**src/rtl/rv_decode_pkg.sv**
```systemverilog
// rv_decode_pkg: RV32I opcodes, ALU/immediate encodings and the decoded control bundle.
package rv_decode_pkg;
  localparam logic [6:0] OPC_LOAD   = 7'b0000011;
  localparam logic [6:0] OPC_OP_IMM = 7'b0010011;
  localparam logic [6:0] OPC_AUIPC  = 7'b0010111;
  localparam logic [6:0] OPC_STORE  = 7'b0100011;
  localparam logic [6:0] OPC_OP     = 7'b0110011;
  localparam logic [6:0] OPC_LUI    = 7'b0110111;
  localparam logic [6:0] OPC_BRANCH = 7'b1100011;
  localparam logic [6:0] OPC_JALR   = 7'b1100111;
  localparam logic [6:0] OPC_JAL    = 7'b1101111;
  typedef enum logic [3:0] {
    ALU_ADD = 4'h0, ALU_SUB = 4'h1, ALU_AND = 4'h2, ALU_OR = 4'h3,
    ALU_XOR = 4'h4, ALU_SLL = 4'h5, ALU_SRL = 4'h6, ALU_SRA = 4'h7,
    ALU_SLT = 4'h8, ALU_SLTU = 4'h9, ALU_PASS_B = 4'hA, ALU_INVALID = 4'hF
  } alu_op_e;
  typedef enum logic [2:0] {IMM_NONE, IMM_I, IMM_S, IMM_B, IMM_U, IMM_J} imm_type_e;
  typedef struct packed {
    alu_op_e alu;
    logic    alu_src;
    logic    pc_src;
    logic    reg_write;
    logic    mem_read;
    logic    mem_write;
    logic    branch;
    logic    jump;
    logic    illegal;
  } decode_ctrl_t;
  // alt selects SUB over ADD and SRA over SRL
  function automatic alu_op_e f3_alu(input logic [2:0] f3, input logic alt);
    case (f3)
      3'b000:  f3_alu = alt ? ALU_SUB : ALU_ADD;
      3'b001:  f3_alu = ALU_SLL;
      3'b010:  f3_alu = ALU_SLT;
      3'b011:  f3_alu = ALU_SLTU;
      3'b100:  f3_alu = ALU_XOR;
      3'b101:  f3_alu = alt ? ALU_SRA : ALU_SRL;
      3'b110:  f3_alu = ALU_OR;
      default: f3_alu = ALU_AND;
    endcase
  endfunction
endpackage

```
**src/rtl/rv_imm_gen.sv**
```systemverilog
// rv_imm_gen: builds the sign-extended I/S/B/U/J immediate from an instruction word.
module rv_imm_gen
  import rv_decode_pkg::*;
#(
  parameter int XLEN = 32
) (
  input  logic [31:7]     i_instr,
  input  imm_type_e       i_imm_type,
  output logic [XLEN-1:0] o_imm
);
  logic [31:0] w_imm;
  always_comb begin
    case (i_imm_type)
      IMM_I:   w_imm = {{20{i_instr[31]}}, i_instr[31:20]};
      IMM_S:   w_imm = {{20{i_instr[31]}}, i_instr[31:25], i_instr[11:7]};
      IMM_B:   w_imm = {{20{i_instr[31]}}, i_instr[7], i_instr[30:25], i_instr[11:8], 1'b0};
      IMM_U:   w_imm = {i_instr[31:12], 12'b0};
      IMM_J:   w_imm = {{12{i_instr[31]}}, i_instr[19:12], i_instr[20], i_instr[30:21], 1'b0};
      default: w_imm = '0;
    endcase
  end
  assign o_imm = XLEN'($signed(w_imm));
endmodule

```
**src/rtl/rv_decode_stage.sv**
```systemverilog
// rv_decode_stage: registered RV32I decoder with valid/ready handshake and flush.
module rv_decode_stage
  import rv_decode_pkg::*;
#(
  parameter int XLEN       = 32,
  parameter int PC_W       = 32,
  parameter int ALU_CTRL_W = 4
) (
  input  logic                  clk,
  input  logic                  rst,
  input  logic                  flush,
  input  logic                  in_valid,
  output logic                  in_ready,
  input  logic [31:0]           in_instr,
  input  logic [PC_W-1:0]       in_pc,
  output logic                  out_valid,
  input  logic                  out_ready,
  output logic [PC_W-1:0]       out_pc,
  output logic [4:0]            out_rd,
  output logic [4:0]            out_rs1,
  output logic [4:0]            out_rs2,
  output logic [XLEN-1:0]       out_imm,
  output logic [ALU_CTRL_W-1:0] out_alu_ctrl,
  output logic [2:0]            out_funct3,
  output logic                  out_alu_src,
  output logic                  out_pc_src,
  output logic                  out_reg_write,
  output logic                  out_mem_read,
  output logic                  out_mem_write,
  output logic                  out_branch,
  output logic                  out_jump,
  output logic                  out_illegal
);
  logic [6:0]      w_op;
  logic [2:0]      w_f3;
  logic [6:0]      w_f7;
  logic            w_accept;
  decode_ctrl_t    w_ctrl;
  imm_type_e       w_imm_type;
  logic [XLEN-1:0] w_imm;
  logic            r_valid;
  decode_ctrl_t    r_ctrl;
  logic [XLEN-1:0] r_imm;
  logic [24:7]     r_fields;
  logic [PC_W-1:0] r_pc;
  assign w_op     = in_instr[6:0];
  assign w_f3     = in_instr[14:12];
  assign w_f7     = in_instr[31:25];
  assign in_ready = !r_valid || out_ready;
  assign w_accept = in_valid && in_ready;
  // Start from the illegal bundle; each recognised encoding overrides it.
  always_comb begin
    w_ctrl         = '0;
    w_ctrl.alu     = ALU_INVALID;
    w_ctrl.illegal = 1'b1;
    w_imm_type     = IMM_NONE;
    case (w_op)
      OPC_OP: if (w_f7 == 7'h00 || (w_f7 == 7'h20 && (w_f3 == 3'b000 || w_f3 == 3'b101))) begin
        w_ctrl.alu       = f3_alu(w_f3, w_f7[5]);
        w_ctrl.reg_write = 1'b1;
        w_ctrl.illegal   = 1'b0;
      end
      OPC_OP_IMM: if (w_f3 != 3'b001 || w_f7 == 7'h00) begin
        w_ctrl.alu       = f3_alu(w_f3, w_f3 == 3'b101 && in_instr[30]);
        w_ctrl.alu_src   = 1'b1;
        w_ctrl.reg_write = 1'b1;
        w_ctrl.illegal   = 1'b0;
        w_imm_type       = IMM_I;
      end
      OPC_LOAD: if (w_f3 != 3'b011 && w_f3[2:1] != 2'b11) begin
        w_ctrl.alu       = ALU_ADD;
        w_ctrl.alu_src   = 1'b1;
        w_ctrl.mem_read  = 1'b1;
        w_ctrl.reg_write = 1'b1;
        w_ctrl.illegal   = 1'b0;
        w_imm_type       = IMM_I;
      end
      OPC_STORE: if (w_f3[2] == 1'b0 && w_f3 != 3'b011) begin
        w_ctrl.alu       = ALU_ADD;
        w_ctrl.alu_src   = 1'b1;
        w_ctrl.mem_write = 1'b1;
        w_ctrl.illegal   = 1'b0;
        w_imm_type       = IMM_S;
      end
      OPC_BRANCH: if (w_f3[2:1] != 2'b01) begin
        w_ctrl.alu     = ALU_SUB;
        w_ctrl.branch  = 1'b1;
        w_ctrl.illegal = 1'b0;
        w_imm_type     = IMM_B;
      end
      OPC_JAL: begin
        w_ctrl.alu       = ALU_ADD;
        w_ctrl.jump      = 1'b1;
        w_ctrl.pc_src    = 1'b1;
        w_ctrl.alu_src   = 1'b1;
        w_ctrl.reg_write = 1'b1;
        w_ctrl.illegal   = 1'b0;
        w_imm_type       = IMM_J;
      end
      OPC_JALR: if (w_f3 == 3'b000) begin
        w_ctrl.alu       = ALU_ADD;
        w_ctrl.jump      = 1'b1;
        w_ctrl.alu_src   = 1'b1;
        w_ctrl.reg_write = 1'b1;
        w_ctrl.illegal   = 1'b0;
        w_imm_type       = IMM_I;
      end
      OPC_LUI: begin
        w_ctrl.alu       = ALU_PASS_B;
        w_ctrl.alu_src   = 1'b1;
        w_ctrl.reg_write = 1'b1;
        w_ctrl.illegal   = 1'b0;
        w_imm_type       = IMM_U;
      end
      OPC_AUIPC: begin
        w_ctrl.alu       = ALU_ADD;
        w_ctrl.pc_src    = 1'b1;
        w_ctrl.alu_src   = 1'b1;
        w_ctrl.reg_write = 1'b1;
        w_ctrl.illegal   = 1'b0;
        w_imm_type       = IMM_U;
      end
      default: ;
    endcase
    if (in_instr[11:7] == 5'd0) w_ctrl.reg_write = 1'b0;
  end
  rv_imm_gen #(.XLEN(XLEN)) u_imm_gen (
    .i_instr   (in_instr[31:7]),
    .i_imm_type(w_imm_type),
    .o_imm     (w_imm)
  );
  always_ff @(posedge clk or posedge rst) begin
    if (rst) begin
      r_valid  <= 1'b0;
      r_ctrl   <= '0;
      r_imm    <= '0;
      r_fields <= '0;
      r_pc     <= '0;
    end else begin
      r_valid <= !flush && (w_accept || (r_valid && !out_ready));
      if (w_accept && !flush) begin
        r_ctrl   <= w_ctrl;
        r_imm    <= w_imm;
        r_fields <= in_instr[24:7];
        r_pc     <= in_pc;
      end
    end
  end
  assign out_valid     = r_valid;
  assign out_pc        = r_pc;
  assign out_rd        = r_fields[11:7];
  assign out_funct3    = r_fields[14:12];
  assign out_rs1       = r_fields[19:15];
  assign out_rs2       = r_fields[24:20];
  assign out_imm       = r_imm;
  assign out_alu_ctrl  = ALU_CTRL_W'(r_ctrl.alu);
  assign out_alu_src   = r_ctrl.alu_src;
  assign out_pc_src    = r_ctrl.pc_src;
  assign out_reg_write = r_ctrl.reg_write;
  assign out_mem_read  = r_ctrl.mem_read;
  assign out_mem_write = r_ctrl.mem_write;
  assign out_branch    = r_ctrl.branch;
  assign out_jump      = r_ctrl.jump;
  assign out_illegal   = r_ctrl.illegal;
endmodule
```
**config.mk**
```make
export PLATFORM = sky130hd
export DESIGN_NAME = rv_decode_stage
export DESIGN_NICKNAME = d
export VERILOG_FILES = /design/src/rtl/rv_decode_pkg.sv /design/src/rtl/rv_imm_gen.sv /design/src/rtl/rv_decode_stage.sv
export SDC_FILE = /design/constraint.sdc
export NUM_CORES = 1
export LEC_CHECK = 0
export BUFFER_PORTS_ARGS = -buffer_cell sky130_fd_sc_hd__buf_4
export CAP_MARGIN = 20
export CORE_ASPECT_RATIO = 1.5
export CORE_MARGIN = 10
export CORE_UTILIZATION = 50
export CTS_CLUSTER_DIAMETER = 120
export DETAILED_ROUTE_END_ITERATION = 10
export GPL_TIMING_DRIVEN = 0
export PLACE_DENSITY = 0.8
export SLEW_MARGIN = 40
export SYNTH_ARGS = -nofsm -noshare
export SYNTH_HDL_FRONTEND = slang
export SYNTH_SLANG_ARGS = --single-unit
```
**constraint.sdc**
```tcl
create_clock -name clk -period 3 [get_ports clk]
set_input_delay 0.15 -clock clk [delete_from_list [all_inputs] [get_ports clk]]
set_output_delay 0.15 -clock clk [all_outputs]
set_load 0.005 [all_outputs]
```
Yosys cells after proc, flatten, opt, wreduce, memory -nomap -nowiden

Cells that the tools add are included.

Register bits after elaboration: 95
Input port bits: 69
Output and inout port bits: 96
Logic and storage cells: 102

Eq/ne operators: 25
Multiplexer cells: 41
Bitwise operators: 1
Reductions and logical operators: 22

Operators with widths:

| kind                                                                  | number |
|---|---|
| 32-bit case mux with 5 select lines                                   | 1 |
| 4-bit case mux with 7 select lines                                    | 2 |
| 4-bit case mux with 8 select lines                                    | 1 |
| 7-bit by 6-bit equality test with 1-bit output, second input constant | 4 |
| 1-bit 2-to-1 mux                                                      | 22 |
| 7-bit equality test, second input constant                            | 3 |
| 3-bit case mux with 7 select lines                                    | 1 |
| 5-bit 2-to-1 mux                                                      | 4 |
| 3-bit equality test, second input constant                            | 5 |
| 7-bit by 5-bit equality test with 1-bit output, second input constant | 2 |
| 3-bit by 2-bit equality test with 1-bit output, second input constant | 4 |
| 1-bit case mux with 5 select lines                                    | 2 |
| 1-bit logical AND                                                     | 8 |
| 2-bit 2-to-1 mux                                                      | 4 |
| 4-bit 2-to-1 mux                                                      | 2 |
| 7-bit by 2-bit equality test with 1-bit output, second input constant | 1 |
| 7-bit zero test                                                       | 1 |
| 1-bit case mux with 7 select lines                                    | 1 |
| 3-bit by 1-bit equality test with 1-bit output, second input constant | 2 |
| 5-bit zero test                                                       | 1 |
| 1-bit logical OR                                                      | 5 |
| 2-bit OR reduction                                                    | 2 |
| 1-bit zero test                                                       | 3 |
| 3-bit zero test                                                       | 1 |
| 7 further kinds                                                       | 7 |

Longest topological paths before layout

Depth in word-level cells: 7
Depth in mapped cells: 8

Hierarchy

Synthesis repeated with hierarchy kept, for this count alone.

Cells, all modules: 530
Area total of the unflattened synthesis: 4479.3 µm²

By module, submodules not included:

| module          | instances | cells an instance | area an instance (µm²) |
|---|---|---|---|
| rv_decode_stage | 1         | 464               | 4088.9 |
| rv_imm_gen      | 1         | 66                | 390.4 |

Worst setup path before layout

No wires, ideal clock.

Path type: in2reg
Start point: input in_instr[26]
End point: register r_ctrl, in the netlist out_alu_ctrl[1]
Arrival time: 1.644 ns
Slack: 1.230 ns
Cell stages on the path: 5
Cells stage by stage: or4_4 nor3_2 a21oi_1 or3_4 o32a_1

Word-level cells in the longest chain between the ends: 5

RTL lines:

| item                                           | RTL line               | text |
|---|---|---|
| start, declared                                | rv_decode_stage.sv:14  | `input logic [31:0] in_instr,` |
| 7-bit by 6-bit equality test with 1-bit output | rv_decode_stage.sv:58  | `OPC_OP: if (w_f7 == 7'h00 \|\| (w_f7 == 7'h20 && (w_f3 == 3'b000 \|\| w_f3 == 3'b101))) begin` |
| 1-bit logical AND                              | rv_decode_stage.sv:58  |  |
| 1-bit logical OR                               | rv_decode_stage.sv:58  |  |
| 4-bit 2-to-1 mux                               | rv_decode_stage.sv:58  |  |
| 4-bit case mux with 8 select lines (*)         | rv_decode_stage.sv:57  | `case (w_op)` |
| end signal, assigned                           | rv_decode_stage.sv:142 | `r_ctrl <= w_ctrl;` |
| end, declared                                  | rv_decode_stage.sv:42  | `decode_ctrl_t r_ctrl;` |

Every way passes the cells marked *; elsewhere a longest branch is shown, timed or not.
A chain may end at the register's enable or synchronous reset.

Worst setup path in the final report

Start point: input flush
End point: register r_pc[14] (netlist: out_pc[14])

Word-level cells in the longest chain between the ends: 2

RTL lines:

| item                 | RTL line               | text |
|---|---|---|
| start, declared      | rv_decode_stage.sv:11  | `input logic flush,` |
| 1-bit zero test      | rv_decode_stage.sv:141 | `if (w_accept && !flush) begin` |
| 1-bit logical AND    | rv_decode_stage.sv:141 |  |
| end signal, assigned | rv_decode_stage.sv:145 | `r_pc <= in_pc;` |
| end, declared        | rv_decode_stage.sv:45  | `logic [PC_W-1:0] r_pc;` |

No other way between the ends.

==> impl_results.md <==
* CTS Buf Count at 9
* Post-synthesis cell count at 510
* Post-Route WL at around 15000 microns
* Fin crit share at 78.3%
* Via Count at 4445
* Die Wd at between 90 and 100 microns
* Final-report hold violation count at 0
* Fin cells at slightly above 800
* Synth warn at 0
* Detailed Route Iter0 Violations at 238
* CTS Buffer Depth at 2
* Leakage power at 3.22 nW
* # setup viols final at 0
* R2r setup slk at about 0.95 ns
* Slew HR at 55.0%
* Mapped Nets at 579
* CP Max Fanout at 10
* Clock Power Share at 38.1%
* Status: complete, no violations
* P_sw at ~860 uW
* Worst r2r dst: out_pc[14]
* Clock Skews at 0.00554 ns
* # resized after CTS at 0
* Syn Area/Cell at 9.04 sq um
* Initial antenna violation count at 0
* Initial Util at 51.6%
* Hpwl dp at between 10000 and 15000 microns
* Critical Path Sink Type: flip-flop
* Yosys cell types at 60
* Clock transition at the registers of the reported paths at around 0.06 ns
* Cell Rows at 42
* Ranking of synthesized cells by area: dfrtp_1, nand2_1, o31ai_2
* Critical path type: in2reg
* Hold WS at 0.000487 ns
* R2R cell count at 7
* Crit path required time at 3.28 ns
* Synth area leader: dfrtp_1
* DIE AREA at 0.0135 sq mm
* Number of port buffers at 160
* DRT antenna net count at 0
* Internal at 2.48 mW
* IO Pins at 165
* Root Buffer: clkbuf_16
* FMAX at 425 MHz
* Peak VDD IR at 423 uV
* RSZ-0062 raised after global routing: no
* Slew @ Worst Pin at 0.657 ns
* Final worst-path setup slack at 0.650 ns
* Synth async-reset ratio at 100%
* Highest-count cells in the layout ignoring fill and taps: nand2_1, buf_4, dfrtp_1
* Crit path to: out_pc[14]
* Crit path launch type: input port
* Core area at 0.00893 sq mm
* TritonCTS sink count at 95
* H-tree Lvls at 3
* GP Congestion at 0.874
* Setup TNS Final at 0 ns
* Sequential-to-total area share from yosys stat at 51.6%
* CTS tree: done
* GRT overflow at 0
* Max Transition Viols Final at 0
* Post-CTS setup buffers at 0
* Post-layout net count at approximately 760
* Setup WS pre-CTS at 0.861 ns
* Max cap viols at 0
* Part of the power in combinational logic at 17.9%
* First-pass DRT Iterations at 4
* # diodes at 0
* First-pass GRT wire length at around 24000 microns
* Clock Latency Late Sink at between 0.3 and 0.4 ns
* DRC Markers at 0
* Placed cells at between 700 and 800
* Layout cell share with drive strength beyond 1 at 30.9%
* Final core utilization at between 70 and 80%
* Area Overhead vs Synth at 39.6%
* Vias in the first global route at 4771
* Worst Setup SP: flush
* P per Cell Area at 519 mW/mm^2
* Reg power frac at between 40% and 50%
* Post-synth EDFFs at 0
* Mapped Area at roughly 0.0046 sq mm
* Hold crit path type: in2reg
* CTS Hold Buffers Added at 12
* Switching share of total power at 25.7%
* Reg-to-reg startpoint: out_valid
* Final min period at between 2 and 2.5 ns
* Synthesis-stage register bit count at 95
* Largest net degree at the start of global routing at 54
* Share of the synthesized area in the top cell type at 51.6%
* Ys flop type: dfrtp_1
* Most common cell after layout, fill and taps aside: nand2_1
* Post-detailed-route wirelength per cell at 18.5 microns
* Arr. time, crit path at 2.63 ns
* Die height at 138 microns
* Vias per inst at roughly 5.5
* GRT Util Overall at 21.6%
[sequential cells by signal, summed over array words and instances, names as in the netlist]
| name | flops |
|---|---|
| out_alu_ctrl | 4 |
| out_alu_src | 1 |
| out_branch | 1 |
| out_illegal | 1 |
| out_imm | 32 |
| out_jump | 1 |
| out_mem_read | 1 |
| out_mem_write | 1 |
| out_pc | 32 |
| out_pc_src | 1 |
| out_reg_write | 1 |
| out_valid | 1 |
| r_fields | 18 |
[kinds of logic after synthesis]
logic type,count (synthesis),share of synthesized area [%]
simple gates,266,25.2
compound gates,101,17.8
flops,95,51.6
buf+inv,45,4.72
mux,2,0.489
xor+xnor,1,0.190
[synthesized netlist by cell type (3+ instances only)]
cell type  count
a2111oi_0      8
a2111oi_1      4
a211oi_1       8
a21oi_1       14
a31oi_1        5
buf_1          5
buf_2         12
clkbuf_1      17
dfrtp_1       95
inv_1          6
nand2_1      195
nand2b_1       4
nand3_1        9
nor2_1        23
nor2b_1        4
nor3_1         3
nor3b_1        3
o211ai_1       4
o21ai_0        8
o21ai_1       11
o31ai_1        3
o31ai_2       10
o32a_1         4
o41ai_1        3
or4_1          3
[metrics by stage]
step | instance area, sq um | total power, mW
final | 6430 | 3.34
after detailed placement | 5980 | 2.08
after global placement | 5950 | 2.06
after CTS | 6430 | 3.36
after global routing | 6430 | 3.48
after floorplan | 4610 | 1.72
[power groups by stage]
| stage | sequential [mW] | combinational (mW) | clock, mW |
|---|---|---|---|
| 3_3_place_gp | 1.49 | 0.570 | 0 |
| 5_1_grt | 1.48 | 0.661 | 1.34 |
| 2_1_floorplan | 1.50 | 0.219 | 0 |
| 3_5_place_dp | 1.49 | 0.592 | 0 |
| 4_1_cts | 1.47 | 0.608 | 1.29 |
| 6_report | 1.47 | 0.599 | 1.27 |
[final cells by class]
type / instances / area (sq um)
Multi-Input combinational cell: 370 / 2010
Tap cell: 110 / 138
Sequential cell: 95 / 2380
Fill cell: 695 / 2500
Timing Repair Buffer: 173 / 1350
Clock buffer: 12 / 256
Clock inverter: 4 / 76.3
Inverter: 6 / 27.5
Buffer: 39 / 195
[per-layer routing]
layer	wire length (microns)	GRT usage, %	vias to the layer above	part of all wire [%]
li1	-	-	2128	-
met1	5750	24.2	2125	38
met2	7810	37.3	163	52
met3	925	4.71	29	6.2
met4	483	11.7	0	3.2
met5	0	0	-	0
[critical path, cell delays in order]
cell and delay (ns):
dlygate4sd3_1 0.53, buf_4 0.14, nor2b_1 0.08, buf_2 0.22, and2_1 0.15, clkbuf_1 0.25
clkbuf_1 0.50, buf_1 0.41, nand2_1 0.12, nand2_1 0.08
[how the worst min path moves through the flow]
stage / from / end / slack [ns] / depth (start not counted)
2_1_floorplan: flush / out_valid / 0.21 / 1
3_3_place_gp: flush / out_valid / 0.31 / 2
3_5_place_dp: rst / out_pc[10] / 0.19 / 2
4_1_cts: in_pc[21] / out_pc[21] / 0.0003 / 3
5_1_grt: in_pc[3] / out_pc[3] / 0.004 / 3
6_report: in_pc[4] / out_pc[4] / 0.0005 / 3
(Power assumes the default switching activity.)
